<file path="config.mk">
export PLATFORM = sky130hd
export DESIGN_NAME = uart_tx_fifo
export DESIGN_NICKNAME = d
export VERILOG_FILES = /design/src/rtl/uart_pkg.sv /design/src/rtl/uart_fifo.sv /design/src/rtl/uart_tx_fifo.sv
export SDC_FILE = /design/constraint.sdc
export NUM_CORES = 1
export LEC_CHECK = 0
export CORE_AREA = 5 5 122 124
export CTS_BUF_LIST = sky130_fd_sc_hd__clkbuf_8
export DETAILED_ROUTE_END_ITERATION = 6
export DIE_AREA = 0 0 127 129
export HOLD_SLACK_MARGIN = 0.06
export PLACE_DENSITY = 0.78
export SLEW_MARGIN = 20
export SYNTH_ARGS = -nofsm -noshare
export SYNTH_HDL_FRONTEND = slang
export SYNTH_SLANG_ARGS = --single-unit
</file>
<file path="constraint.sdc">
create_clock -name clk -period 6 [get_ports clk]
set_input_delay 0.9 -clock clk [delete_from_list [all_inputs] [get_ports clk]]
set_output_delay 0.9 -clock clk [all_outputs]
set_load 0.005 [all_outputs]
</file>
<file path="src/rtl/uart_pkg.sv">
// Shared constants and types for the UART transmitter with input FIFO.
package uart_pkg;

    localparam int unsigned PARITY_NONE = 0;
    localparam int unsigned PARITY_EVEN = 1;
    localparam int unsigned PARITY_ODD  = 2;

    typedef enum logic [2:0] {
        ST_IDLE,
        ST_START,
        ST_DATA,
        ST_PAR,
        ST_STOP
    } tx_state_t;

    // Parity bit for an already-masked data byte under the given mode.
    function automatic logic parity_bit(input logic [7:0] data, input int unsigned mode);
        logic p;
        p = ^data;
        return (mode == PARITY_ODD) ? ~p : p;
    endfunction

endpackage

</file>
<file path="src/rtl/uart_fifo.sv">
// Synchronous FIFO with registered flags, level count and sticky overflow.
module uart_fifo #(
    parameter int unsigned DEPTH = 16,
    parameter int unsigned WIDTH = 8
) (
    input  logic                    clk,
    input  logic                    rstn,
    input  logic                    i_wr_en,
    input  logic [WIDTH-1:0]        i_wr_data,
    input  logic                    i_rd_en,
    input  logic                    i_ovf_clr,
    output logic [WIDTH-1:0]        o_rd_data_c,
    output logic                    o_full,
    output logic                    o_empty,
    output logic [$clog2(DEPTH):0]  o_level,
    output logic                    o_overflow
);

    localparam int unsigned PTR_W = $clog2(DEPTH);
    localparam int unsigned LVL_W = PTR_W + 1;

    logic [WIDTH-1:0] r_mem [DEPTH];
    logic [PTR_W-1:0] r_wr_ptr;
    logic [PTR_W-1:0] r_rd_ptr;
    logic [LVL_W-1:0] r_level;
    logic [LVL_W-1:0] w_level_nxt;
    logic             r_full;
    logic             r_empty;
    logic             r_overflow;
    logic             w_push;
    logic             w_pop;
    logic             w_drop;

    // Qualify requests against current flags and compute the next occupancy.
    always_comb begin
        w_push      = i_wr_en & ~r_full;
        w_pop       = i_rd_en & ~r_empty;
        w_drop      = i_wr_en & r_full;
        w_level_nxt = r_level;
        if (w_push && !w_pop) begin
            w_level_nxt = r_level + LVL_W'(1);
        end else if (w_pop && !w_push) begin
            w_level_nxt = r_level - LVL_W'(1);
        end
    end

    // Data array has no reset so it can map onto plain registers or LUT RAM.
    always_ff @(posedge clk) begin
        if (w_push) begin
            r_mem[r_wr_ptr] <= i_wr_data;
        end
    end

    // Pointers wrap naturally because DEPTH is a power of two.
    always_ff @(posedge clk or negedge rstn) begin
        if (!rstn) begin
            r_wr_ptr <= '0;
            r_rd_ptr <= '0;
            r_level  <= '0;
            r_full   <= 1'b0;
            r_empty  <= 1'b1;
        end else begin
            if (w_push) begin
                r_wr_ptr <= r_wr_ptr + PTR_W'(1);
            end
            if (w_pop) begin
                r_rd_ptr <= r_rd_ptr + PTR_W'(1);
            end
            r_level <= w_level_nxt;
            r_full  <= (w_level_nxt == LVL_W'(DEPTH));
            r_empty <= (w_level_nxt == '0);
        end
    end

    // Sticky overflow; a drop on the same edge as a clear wins.
    always_ff @(posedge clk or negedge rstn) begin
        if (!rstn) begin
            r_overflow <= 1'b0;
        end else if (w_drop) begin
            r_overflow <= 1'b1;
        end else if (i_ovf_clr) begin
            r_overflow <= 1'b0;
        end
    end

    assign o_rd_data_c = r_mem[r_rd_ptr];
    assign o_full      = r_full;
    assign o_empty     = r_empty;
    assign o_level     = r_level;
    assign o_overflow  = r_overflow;

endmodule

</file>
<file path="src/rtl/uart_tx_fifo.sv">
// UART transmitter fed by a FIFO; frames are sent back to back while data is queued.
module uart_tx_fifo
    import uart_pkg::*;
#(
    parameter int unsigned CLKS_PER_BIT = 868,
    parameter int unsigned DEPTH        = 16,
    parameter int unsigned DATA_BITS    = 8,
    parameter int unsigned PARITY       = 0,
    parameter int unsigned STOP_BITS    = 1
) (
    input  logic                    clk,
    input  logic                    rstn,
    input  logic                    wr_en,
    input  logic [7:0]              wr_data,
    input  logic                    ovf_clr,
    output logic                    uart_tx,
    output logic                    full,
    output logic                    empty,
    output logic [$clog2(DEPTH):0]  level,
    output logic                    busy,
    output logic                    overflow
);

    localparam int unsigned CNT_W = $clog2(STOP_BITS * CLKS_PER_BIT);
    localparam int unsigned IDX_W = $clog2(DATA_BITS);

    localparam logic [CNT_W-1:0] BIT_LAST  = CNT_W'(CLKS_PER_BIT - 1);
    localparam logic [CNT_W-1:0] STOP_LAST = CNT_W'(STOP_BITS * CLKS_PER_BIT - 1);
    localparam logic [IDX_W-1:0] IDX_LAST  = IDX_W'(DATA_BITS - 1);
    localparam logic [7:0]       DATA_MASK = 8'((9'd1 << DATA_BITS) - 9'd1);

    tx_state_t        r_state;
    logic [CNT_W-1:0] r_cnt;
    logic [IDX_W-1:0] r_idx;
    logic [7:0]       r_shift;
    logic             r_par;
    logic             r_tx;
    logic             r_busy;

    logic [7:0]       w_rd_data;
    logic             w_empty;
    logic             w_pop_c;

    uart_fifo #(
        .DEPTH (DEPTH),
        .WIDTH (8)
    ) u_fifo (
        .clk         (clk),
        .rstn        (rstn),
        .i_wr_en     (wr_en),
        .i_wr_data   (wr_data),
        .i_rd_en     (w_pop_c),
        .i_ovf_clr   (ovf_clr),
        .o_rd_data_c (w_rd_data),
        .o_full      (full),
        .o_empty     (w_empty),
        .o_level     (level),
        .o_overflow  (overflow)
    );

    // A new frame starts from IDLE, or straight out of the last STOP cycle.
    assign w_pop_c = ~w_empty & ((r_state == ST_IDLE) ||
                                 ((r_state == ST_STOP) && (r_cnt == '0)));

    // Frame sequencer; uart_tx and busy are updated together with the state.
    always_ff @(posedge clk or negedge rstn) begin
        if (!rstn) begin
            r_state <= ST_IDLE;
            r_cnt   <= '0;
            r_idx   <= '0;
            r_shift <= '0;
            r_par   <= 1'b0;
            r_tx    <= 1'b1;
            r_busy  <= 1'b0;
        end else if (w_pop_c) begin
            r_state <= ST_START;
            r_cnt   <= BIT_LAST;
            r_idx   <= '0;
            r_shift <= w_rd_data;
            r_par   <= parity_bit(w_rd_data & DATA_MASK, PARITY);
            r_tx    <= 1'b0;
            r_busy  <= 1'b1;
        end else begin
            case (r_state)
                ST_IDLE: begin
                    r_tx   <= 1'b1;
                    r_busy <= 1'b0;
                end
                ST_START: begin
                    if (r_cnt == '0) begin
                        r_state <= ST_DATA;
                        r_cnt   <= BIT_LAST;
                        r_tx    <= r_shift[0];
                    end else begin
                        r_cnt <= r_cnt - CNT_W'(1);
                    end
                end
                ST_DATA: begin
                    if (r_cnt == '0) begin
                        r_cnt <= BIT_LAST;
                        if (r_idx == IDX_LAST) begin
                            if (PARITY != PARITY_NONE) begin
                                r_state <= ST_PAR;
                                r_tx    <= r_par;
                            end else begin
                                r_state <= ST_STOP;
                                r_cnt   <= STOP_LAST;
                                r_tx    <= 1'b1;
                            end
                        end else begin
                            r_idx   <= r_idx + IDX_W'(1);
                            r_shift <= {1'b0, r_shift[7:1]};
                            r_tx    <= r_shift[1];
                        end
                    end else begin
                        r_cnt <= r_cnt - CNT_W'(1);
                    end
                end
                ST_PAR: begin
                    if (r_cnt == '0) begin
                        r_state <= ST_STOP;
                        r_cnt   <= STOP_LAST;
                        r_tx    <= 1'b1;
                    end else begin
                        r_cnt <= r_cnt - CNT_W'(1);
                    end
                end
                ST_STOP: begin
                    if (r_cnt == '0) begin
                        r_state <= ST_IDLE;
                        r_tx    <= 1'b1;
                        r_busy  <= 1'b0;
                    end else begin
                        r_cnt <= r_cnt - CNT_W'(1);
                    end
                end
                default: begin
                    r_state <= ST_IDLE;
                    r_tx    <= 1'b1;
                    r_busy  <= 1'b0;
                end
            endcase
        end
    end

    assign uart_tx = r_tx;
    assign busy    = r_busy;
    assign empty   = w_empty;

endmodule

</file>
==> summary.txt, run 1 <==
Outcome
  • Outcome: finished clean

Pwr
  • Flop pwr share: a little under three fifths
  • Combinational share of power: 12.6%
  • Int Pwr: around 1.9 mW
  • Switching power: 0.7265 mW
  • Max VDD drop: 0.2498 mV
  • Clk pwr share: 31.8%
  • Sw Share: approximately 28%
  • Lkg Pwr: 2.721 nW
  • Pwr dens: approximately 320 nW/µm²

Timing
  • Fin Setup TNS: 0 ps
  • Fmax: approximately 0.32 GHz
  • RSZ-0062 raised after global routing: no
  • Worst slew pin tran: 914.7 ps
  • Final min period: 3093 ps
  • Max-slew violation count: 0
  • Final Skew: 17.02 ps
  • Hold Violations, Final: 0
  • Max-Slew Margin vs Limit: 38.89%
  • Fin crit share: 51.54%
  • Count of final setup violators: 0

Synth
  • EDFF count, synth: 128
  • Syn Inst Count: 446
  • Syn_area_per_cell: 16.38 µm²
  • Largest family of logic cells by synthesized area: multiplexers
  • Post-Syn Nets: 468
  • Cell variety after synth: 48
  • Post-synthesis adder-cell area fraction: 1.713%
  • Multiplexer share of the synthesized area: 13.70%
  • Register area share after synthesis: roughly 67%
  • Most used DFF post-synth: edfxtp_1
  • Asr flop ratio synth: 24.71%
  • Cell Area, Synth: around 7300 µm²
  • Flops & latches, synth: 170
  • Post-synthesis xor/xnor area fraction: 2.021%
  • Simple-Gate Fraction of Synth Area: 8.906%
  • Ys Warns: 0
  • Complex-gate fraction of the synthesized area: 4.641%

CTS
  • Skew-Pair Late Insertion Delay: roughly 460 ps
  • Hold buffer count at CTS: 0
  • Reg clk slew, reported paths: ~110 ps
  • Setup Buffers After CTS: 0
  • CTS H-tree depth: 4
  • Root buffer cell: clkbuf_8
  • Clk buf depth: 2
  • Cts bufs inserted: 17
  • TritonCTS clock tree: done
  • Post-CTS Resized: 0
  • Clock Sinks: 170

Floorplan
  • Die ar.: between 15000 and 20000 µm²
  • Core area: ~14000 µm²
  • Die Ht: 129 µm
  • Num rows: 43
  • Die width: between 100 and 150 µm
  • Ports: 22
  • Initial Util: a little over half

Worst setup path
  • Top delay family on crit path: simple AND/OR/NAND/NOR gates
  • Crit Path Class: reg -> reg
  • Reg2reg setup slack: 2910 ps
  • Startpoint types: flip-flop
  • Critical path buffers and inverters: 1
  • Worst path required time: 6330 ps
  • CP max stage cell: nor4_4
  • Reg2Reg Depth: 7
  • R2R Path End: r_shift[4]$_DFFE_PN0P_
  • Worst setup EP type: flip-flop
  • RR Startpoint: r_cnt[0]$_DFFE_PN0P_
  • Largest stage delay on the critical path: between 700 and 800 ps
  • Ordered cell list for the critical path: inv_1 -> ha_1 -> or3b_2 -> or4_4 -> nor4_4 -> mux2i_1 -> o21ai_2
  • Critical Path AT: approximately 3400 ps
  • Crit Path Max Fanout: 11

Detailed routing
  • Routed len/inst: ~21 µm
  • Via count: 3912
  • Drt drc: 0
  • Iter 0 DRT Violations: 430
  • First-pass DRT Iterations: 5
  • Post-DRT Antenna Nets: 0
  • Vias per inst: 5.945
  • Routed wire length: 13.82 mm

Global route
  • GRT Total Usage: a little under a fifth
  • Pin count of the biggest net entering global routing: 43
  • Global-route wire length before repair: approximately 22 mm
  • Grt total ovfl: 0
  • Initial antenna violation count: 0
  • Vias in the first global route: 3948

Cells and area
  • Area delta synth->final: 10.67%
  • Share of cells above drive strength 1: approximately a fifth
  • Final nets: 487
  • N_diodes: 0
  • Final Instance Area: 8085 µm²
  • Layout fillers: between 1000 and 1500

Placed design
  • I/O Buffers: 21
  • Final GP Congestion: 0.8468
  • DP Wirelength: approximately 9 mm
  • Placement Cell Area: 7637 µm²

Flow run
  • Max cap viols: 0

Worst hold path
  • HP Class: in -> async
## per-stage QoR
step	hold slack [ps]	util [%]	setup WS, ps	instances	power (mW)
6_report	283.8	59.17	2907	658	2.625
3_3_place_gp	501.8	55.89	2855	625	1.804
3_5_place_dp	508.5	55.89	2753	625	1.818
2_1_floorplan	475.1	-	3346	446	1.664
5_1_grt	275.4	59.17	2752	658	2.735
4_1_cts	535.0	59.02	2898	657	2.644
## routing by layer
layer / vias to the layer above / share of wire, % / track usage, % / wire (µm)
li1: 1755 / - / - / -
met1: 2038 / 41 / 22.55 / 5629
met2: 107 / 53 / 31.01 / 7337
met3: 12 / 4.8 / 4.400 / 666
met4: 0 / 1.3 / 6.625 / 181
met5: - / 0 / 0 / 0
## power by group through the flow
stage	Clock (mW)	Combinational, mW	Sequential (mW)
6_report	0.836	0.331	1.46
5_1_grt	0.905	0.360	1.47
4_1_cts	0.849	0.337	1.46
3_5_place_dp	0	0.335	1.48
3_3_place_gp	0	0.325	1.48
2_1_floorplan	0	0.202	1.46
## state kept, by name, summed over array words and instances (netlist names)
name	flops
busy	1
u_fifo.o_empty	1
u_fifo.r_mem	128
r_shift	8
uart_tx	1
u_fifo.r_wr_ptr	4
u_fifo.r_rd_ptr	4
r_state	3
u_fifo.o_full	1
r_cnt	10
u_fifo.o_overflow	1
u_fifo.o_level	5
r_idx	3
## area by class of cell
cell class / count / area [µm²] / share of cell area (%)
flip-flops and latches: 170 / 4898 / 60.59
multi-input cells: 244 / 2263 / 27.99
repair buffers: 24 / 240.2 / 2.971
clock buffers: 17 / 234.0 / 2.894
well taps: 180 / 225.2 / 2.786
clock inverters: 15 / 193.9 / 2.399
inverters: 8 / 30.03 / 0.3714
## synthesized netlist by cell type, types with 2 or more instances
cell type / instances / area share (%)
and3_1: 2 / 0.17
o21ai_0: 15 / 1.0
nor4_2: 2 / 0.34
buf_1: 5 / 0.26
a21oi_1: 12 / 0.82
nand3_1: 9 / 0.62
nor2b_1: 3 / 0.26
a32oi_1: 2 / 0.24
buf_6: 3 / 0.46
mux2i_1: 10 / 1.4
nor3_1: 6 / 0.41
o211ai_1: 4 / 0.41
or3_1: 4 / 0.34
nand2_1: 38 / 2.0
dfstp_2: 2 / 0.72
nor2_1: 20 / 1.0
or4_4: 2 / 0.31
xnor2_1: 10 / 1.2
ha_1: 10 / 1.7
edfxtp_1: 128 / 53
and2_1: 17 / 1.5
o21ai_2: 7 / 0.84
dfrtp_1: 40 / 14
clkbuf_1: 14 / 0.72
nand2b_1: 2 / 0.17
inv_1: 8 / 0.41
nand4_1: 3 / 0.26
mux4_2: 40 / 12
nand3b_1: 3 / 0.31
o22ai_1: 2 / 0.17
nor3b_1: 2 / 0.21
xor2_1: 5 / 0.60
## worst max-delay path by stage
| stage | start | cells past startpoint | to |
|---|---|---|---|
| global placement | wr_en | 4 | u_fifo.r_mem[14][4]$_DFFE_PP_ |
| floorplan | r_cnt[0]$_DFFE_PN0P_ | 10 | r_shift[1]$_DFFE_PN0P_ |
| global route | r_cnt[0]$_DFFE_PN0P_ | 7 | r_shift[4]$_DFFE_PN0P_ |
| detailed placement | wr_en | 4 | u_fifo.r_mem[13][4]$_DFFE_PP_ |
| finish | r_cnt[0]$_DFFE_PN0P_ | 7 | r_shift[4]$_DFFE_PN0P_ |
| CTS | r_cnt[0]$_DFFE_PN0P_ | 7 | r_shift[4]$_DFFE_PN0P_ |
## logic make-up after synthesis
family          after synthesis
compound gates               49
fa+ha+maj                    10
xor+xnor                     16
buf+inv                      32
simple gates                119
mux                          50
flops                       170
## cells in the final DEF (no fill, tap or decap), types with 7 or more instances in the layout
master / n
o21ai_0: 15
a21oi_1: 12
nor2_1: 20
edfxtp_1: 128
mux2i_1: 10
nand3_1: 9
inv_1: 8
mux4_2: 40
ha_1: 10
clkdlybuf4s50_1: 20
dfrtp_1: 39
and2_1: 17
xnor2_1: 10
nand2_1: 38
clkbuf_8: 17
o21ai_2: 7
## worst register-to-register path: stages (launching register included)
cell	delay, ps
dfrtp_1	450
inv_1	80
ha_1	210
or3b_2	580
or4_4	520
nor4_4	730
mux2i_1	330
o21ai_2	70
Power figures use the tool's default switching activity.
==> inputs of run 2 (changes only) <==
==> constraint.sdc (replaced) <==
create_clock -name clk -period 3.1 [get_ports clk]
set_input_delay 0.465 -clock clk [delete_from_list [all_inputs] [get_ports clk]]
set_output_delay 0.465 -clock clk [all_outputs]
set_load 0.005 [all_outputs]
==> run 2 against run 1 <==
First-iteration DRC count fell by 32%. Die area is the same. Final area fell by 0.79%. Largest power group unchanged. Power increased by 83%. Wire length down 7.0%. Cell count increased by 0.15%. Global-route usage down 1.4 points. Sequential cell count is the same. Largest cell class unchanged. Clock power grew 63%. Hold slack got worse by 130 ps.
==> summary.txt, run 2 (same netlist as run 1, synthesis figures left out) <==
Floorplan
  • Die width: 127 µm (unchanged)
  • Ports: 22 (unchanged)
  • Core area: 13670 µm² (unchanged)
  • Num rows: 43 (unchanged)
  • Die Ht: 129 µm (unchanged)
  • Die ar.: 16380 µm² (unchanged)
  • Initial Util: 53.46% (unchanged)

Timing
  • Hold Violations, Final: 0 (unchanged)
  • Fin crit share: 87.81% (+36 points)
  • WHS: 155.9 ps (-127.9 ps)
  • Worst slew pin tran: 930.8 ps (+16.04 ps)
  • Fin Setup TNS: 0 ps (unchanged)
  • Max-slew violation count: 0 (unchanged)
  • Final min period: 2722 ps (-370.5 ps)
  • Fmax: 0.3674 GHz (+14%)
  • RSZ-0062 raised after global routing: no
  • Final Skew: 10.88 ps (-6.149 ps)
  • Max-Slew Margin vs Limit: 37.95% (-0.94 points)
  • Count of final setup violators: 0 (unchanged)

Worst setup path
  • R2R Path End: r_shift[3]$_DFFE_PN0P_
  • Critical Path AT: 3050 ps (-370 ps)
  • Reg2Reg Depth: 8 (+1)
  • Worst setup EP type: flip-flop
  • RR Startpoint: r_cnt[0]$_DFFE_PN0P_
  • Worst path required time: 3420 ps (-2910 ps)
  • Startpoint types: flip-flop
  • Reg2reg setup slack: 380 ps (-2530 ps)
  • Crit Path Class: reg -> reg
  • Crit Path Max Fanout: 11 (unchanged)

CTS
  • CTS H-tree depth: 4 (unchanged)
  • Hold buffer count at CTS: 0 (unchanged)
  • Clock Sinks: 170 (unchanged)
  • Post-CTS Resized: 0 (unchanged)
  • Root buffer cell: clkbuf_8
  • TritonCTS clock tree: done
  • Cts bufs inserted: 17 (unchanged)
  • Skew-Pair Late Insertion Delay: 440 ps (-20 ps)
  • Clk buf depth: 2 (unchanged)
  • Setup Buffers After CTS: 0 (unchanged)
  • Reg clk slew, reported paths: 80 ps (-30 ps)

Detailed routing
  • Routed wire length: 12.85 mm (-7.0%)
  • Via count: 3812 (-2.6%)
  • Routed len/inst: 19.51 µm (-7.1%)
  • First-pass DRT Iterations: 5 (unchanged)
  • Iter 0 DRT Violations: 291 (-32%)
  • Vias per inst: 5.785 (-2.7%)
  • Drt drc: 0 (unchanged)
  • Post-DRT Antenna Nets: 0 (unchanged)

Cells and area
  • Share of cells above drive strength 1: 20.67% (-0.25 points)
  • Most frequent cells in the layout: edfxtp_1 (128), mux4_2 (40), dfrtp_1 (39)
  • Final nets: 490 (+0.62%)
  • Most common cell after layout, fill and taps aside: edfxtp_1
  • Largest register FFs: 128 (unchanged)
  • N_diodes: 0 (unchanged)
  • Area delta synth->final: 9.796%
  • Biggest regs: u_fifo.r_mem: 128 flops, r_cnt: 10 flops, r_shift: 8 flops
  • Top reg by flops: u_fifo.r_mem

Pwr
  • Max VDD drop: 0.4318 mV (+73%)
  • Pwr dens: 598.7 nW/µm² (+84%)
  • Lkg Pwr: 2.704 nW (-0.64%)

Global route
  • Grt total ovfl: 0 (unchanged)
  • Vias in the first global route: 3880 (-1.7%)
  • GRT Total Usage: 16.71% (-1.4 points)
  • Initial antenna violation count: 0 (unchanged)
  • Global-route wire length before repair: 20.82 mm (-4.8%)
  • Pin count of the biggest net entering global routing: 43 (unchanged)

Placed design
  • Final GP Congestion: 0.7884 (-6.9%)
  • I/O Buffers: 21 (unchanged)
  • DP Wirelength: 8.604 mm (-5.6%)

Outcome
  • Outcome: finished clean

Worst hold path
  • HP Class: in -> async

Flow run
  • Max cap viols: 0 (unchanged)
## run 2: cell count changes in the layout (fill, tap and decap cells not counted)
| cell | previous run | this run |
|---|---|---|
| buf_4 | 2 | 5 |
| clkinv_2 | 0 | 3 |
| clkinv_4 | 1 | 2 |
| clkinv_8 | 4 | 0 |
| clkinvlp_2 | 0 | 1 |
| clkinvlp_4 | 1 | 2 |
| inv_1 | 8 | 10 |
| inv_6 | 3 | 2 |
| inv_8 | 5 | 0 |
## run 2: metrics by stage
| stage | instances | instance area, µm² | util (%) | power (mW) | worst slack, ps |
|---|---|---|---|---|---|
| 6_report | 659 | 8021 | 58.70 | 4.803 | 377.9 |
| 3_3_place_gp | 629 | 7680 | 56.20 | 3.458 | 494.2 |
| 5_1_grt | 659 | 8021 | 58.70 | 5.016 | 190.6 |
| 4_1_cts | 659 | 8021 | 58.70 | 4.843 | 363.3 |
| 2_1_floorplan | 446 | 7306 | - | 3.220 | 446.5 |
| 3_5_place_dp | 629 | 7680 | 56.20 | 3.501 | 380.0 |
## run 2: worst max path at each step
stage,startpoint,to,slack [ps],cells after the start
global placement,r_cnt[0]$_DFFE_PN0P_,r_shift[5]$_DFFE_PN0P_,490,8
finish,r_cnt[0]$_DFFE_PN0P_,r_shift[3]$_DFFE_PN0P_,380,8
detailed placement,r_cnt[0]$_DFFE_PN0P_,r_shift[3]$_DFFE_PN0P_,380,8
floorplan,r_cnt[0]$_DFFE_PN0P_,r_shift[1]$_DFFE_PN0P_,450,10
global route,r_cnt[0]$_DFFE_PN0P_,u_fifo.o_full$_DFF_PN0_,190,8
CTS,r_cnt[0]$_DFFE_PN0P_,r_shift[3]$_DFFE_PN0P_,360,8
## run 2: critical path: stages, from the launching register on
cell and delay, ps:
dfrtp_1 430, inv_1 80, ha_1 200, or3b_2 580, or4_4 530, nor4_4 230, buf_4 250, mux2i_1 250
o21ai_2 70
## run 2: per-layer routing
layer	up-vias	GRT usage, %	wire length (µm)
met4	0	5.678	155
met1	1979	21.61	5497
met5	-	0	0
met2	66	28.77	6820
li1	1751	-	-
met3	16	3.113	381
## run 2: area by class of cell
| cell class | instances | area (µm²) |
|---|---|---|
| Fill cell | 1033 | 5644 |
| Sequential cell | 170 | 4898 |
| Multi-Input combinational cell | 244 | 2263 |
| Timing Repair Buffer | 27 | 262.8 |
| Clock buffer | 17 | 234.0 |
| Tap cell | 180 | 225.2 |
| Clock inverter | 13 | 107.6 |
| Inverter | 8 | 30.03 |
## run 2: power breakdown
part | internal (mW) | leakage, nW | total (mW) | switching, mW
Clock | 0.619 | 0.176 | 1.36 | 0.742
Sequential | 2.69 | 1.65 | 2.82 | 0.123
Combinational | 0.284 | 0.878 | 0.625 | 0.342
==> inputs of run 3 (changes only) <==
--- a/config.mk
+++ b/config.mk
@@ -11,6 +11,7 @@
 export DIE_AREA = 0 0 127 129
 export HOLD_SLACK_MARGIN = 0.06
 export PLACE_DENSITY = 0.78
+export SETUP_SLACK_MARGIN = 0.2
 export SLEW_MARGIN = 20
 export SYNTH_ARGS = -nofsm -noshare
 export SYNTH_HDL_FRONTEND = slang
==> run 3 against run 2 <==
Cell count unchanged. Largest cell class unchanged. Utilization is 0.082 points higher. Power is essentially flat. Non-clock buffer count stayed put. Combinational power hardly changed. Final area up 0.14%.
==> summary.txt, run 3 (same netlist as run 1, synthesis figures left out) <==
Outcome
  • Outcome: finished clean

Detailed routing
  • Vias per inst: 5.794 (+0.16%)
  • Post-DRT Antenna Nets: 0 (unchanged)
  • Routed wire length: 12.82 mm (-0.26%)
  • First-pass DRT Iterations: 4 (-1)
  • Drt drc: 0 (unchanged)
  • Routed len/inst: 19.46 µm (-0.26%)
  • Via count: 3818 (+0.16%)
  • Iter 0 DRT Violations: 299 (+2.7%)

Pwr
  • Lkg Pwr: 2.705 nW (about the same)
  • Flop pwr share: 58.6% (about the same)
  • Max VDD drop: 0.4327 mV (+0.21%)
  • Pwr dens: 597.7 nW/µm² (-0.17%)
  • Tot Pwr: 4.801 mW (about the same)
  • Switching power: 1.206 mW (-0.11%)
  • Int Pwr: 3.595 mW (about the same)
  • Sw Share: 25.12% (about the same)
  • Combinational share of power: 13.0% (about the same)
  • Clk pwr share: 28.4% (about the same)

CTS
  • Hold buffer count at CTS: 0 (unchanged)
  • Cts bufs inserted: 17 (unchanged)
  • Clk buf depth: 2 (unchanged)
  • Skew-Pair Late Insertion Delay: 440 ps (about the same)
  • Clock Sinks: 170 (unchanged)
  • Root buffer cell: clkbuf_8
  • TritonCTS clock tree: done
  • Reg clk slew, reported paths: 80 ps (about the same)
  • CTS H-tree depth: 4 (unchanged)

Placed design
  • Placement Cell Area: 7680 µm² (unchanged)
  • Worst slack, placed: 380.0 ps (unchanged)
  • DP Wirelength: 8.604 mm (unchanged)
  • Post-Place Cells: 629 (unchanged)
  • Final GP Congestion: 0.7884 (unchanged)
  • I/O Buffers: 21 (unchanged)

Timing
  • Fin crit share: 88.23% (+0.42 points)
  • Fin Setup TNS: 0 ps (unchanged)
  • Worst slew pin tran: 931.8 ps (+1.027 ps)
  • RSZ-0062 raised after global routing: yes
  • Fmax: 0.3656 GHz (-0.48%)
  • Max-slew violation count: 0 (unchanged)
  • Count of final setup violators: 0 (unchanged)
  • Final worst slack: 364.9 ps (-13.03 ps)
  • Final min period: 2735 ps (+13.02 ps)
  • Max-Slew Margin vs Limit: 37.88% (-0.068 points)
  • Hold Violations, Final: 0 (unchanged)
  • WHS: 157.2 ps (+1.320 ps)
  • Final Skew: 9.730 ps (-1.145 ps)

Global route
  • GR Util met1: 21.61% (unchanged)
  • Grt total ovfl: 0 (unchanged)
  • GRT Total Usage: 16.71% (unchanged)
  • Pin count of the biggest net entering global routing: 43 (unchanged)
  • Grt met2 use: 28.77% (unchanged)
  • Met3 usage: 3.113% (unchanged)
  • Global-route wire length before repair: 20.82 mm (unchanged)
  • Initial antenna violation count: 0 (unchanged)
  • Busiest metal layer after global routing: met2
  • Vias in the first global route: 3880 (unchanged)

Cells and area
  • Final Instance Area: 8033 µm² (+0.14%)
  • Most common cell after layout, fill and taps aside: edfxtp_1
  • Largest register FFs: 128 (unchanged)
  • Top reg by flops: u_fifo.r_mem
  • Fin util: 58.78% (+0.082 points)
  • N_diodes: 0 (unchanged)
  • Fin cells: 659 (unchanged)
  • Most frequent cells in the layout: edfxtp_1 (128), mux4_2 (40), dfrtp_1 (39)
  • Final nets: 490 (unchanged)
  • Biggest regs: u_fifo.r_mem: 128 flops, r_cnt: 10 flops, r_shift: 8 flops
  • Multi-input combinational cell area: 2275 µm² (+0.50%)
  • Area delta synth->final: 9.950%
  • Share of cells above drive strength 1: 20.67% (unchanged)
  • Register area: 4898 µm² (unchanged)
  • Layout fillers: 1029 (-0.39%)

Worst setup path
  • Ordered cell list for the critical path: inv_1 -> ha_1 -> or3b_2 -> or4_4 -> nor4_4 -> buf_4 -> mux2i_1 -> o21ai_2
  • Largest stage delay on the critical path: 580 ps (about the same)
  • Reg2Reg Depth: 8 (unchanged)
  • Crit Path Class: reg -> reg
  • Critical Path AT: 3060 ps (about the same)
  • Startpoint types: flip-flop
  • Worst path required time: 3420 ps (about the same)
  • Worst setup EP type: flip-flop
  • Crit Path Max Fanout: 11 (unchanged)
  • CP max stage cell: or3b_2

Floorplan
  • Die ar.: 16380 µm² (unchanged)
  • Core area: 13670 µm² (unchanged)
  • Initial Util: 53.46% (unchanged)
  • Ports: 22 (unchanged)
  • Die width: 127 µm (unchanged)
  • Die Ht: 129 µm (unchanged)
  • Num rows: 43 (unchanged)

Worst hold path
  • HP Class: in -> async

Flow run
  • Max cap viols: 0 (unchanged)
==> run 3: cell counts in the layout (fill, tap and decap cells not counted) <==
Identical to the previous run, type by type.
==> run 3: worst paths after layout <==
check | start | endpoint | slack [ps]
worst max-delay path | r_cnt[0]$_DFFE_PN0P_ | r_shift[3]$_DFFE_PN0P_ | 360
worst min-delay path | rstn | r_cnt[3]$_DFFE_PN0P_ | 160
worst max register to register | r_cnt[0]$_DFFE_PN0P_ | r_shift[3]$_DFFE_PN0P_ | 360
worst min register to register | u_fifo.o_overflow$_DFFE_PN0P_ | u_fifo.o_overflow$_DFFE_PN0P_ | 530
max in group asynchronous | rstn | u_fifo.r_rd_ptr[0]$_DFFE_PN0P_ | 2290
min in group clk | u_fifo.o_overflow$_DFFE_PN0P_ | u_fifo.o_overflow$_DFFE_PN0P_ | 530
==> run 3: routing by layer <==
layer	routed length, µm	vias to the layer above
li1	-	1748
met1	5388	1984
met2	6858	72
met3	408	14
met4	167	0
met5	0	-
==> run 3: critical path: cells and delay by family (launching register included) <==
kind | cells | cell delay [ps]
AOI/OAI and AO/OA | 1 | 70
adders and majority gates | 1 | 200
buffers and inverters | 2 | 330
DFF | 1 | 430
muxes | 1 | 250
and+or+nand+nor | 3 | 1340
==> run 3: area by class of cell <==
class	instances	area share, %
clock buffer	17	2.913
clock inverter	13	1.340
inverter	8	0.3738
multi-input combinational	244	28.32
sequential	170	60.98
tap	180	2.804
timing repair buffer	27	3.271
==> run 3: timing repair <==
item / 4_1_cts / 5_1_grt
endpoints found under the hold margin: 0 / 0
gates resized for setup: 0 / 1
setup endpoints to repair: 0 / 1
setup buffers: 0 / 0
==> run 3: power groups by stage <==
stage / sequential [mW] / clock, mW / combinational [mW]
floorplan: 2.83 / 0 / 0.390
global placement: 2.85 / 0 / 0.610
detailed placement: 2.87 / 0 / 0.634
CTS: 2.82 / 1.39 / 0.638
global route: 2.84 / 1.50 / 0.675
finish: 2.82 / 1.36 / 0.624
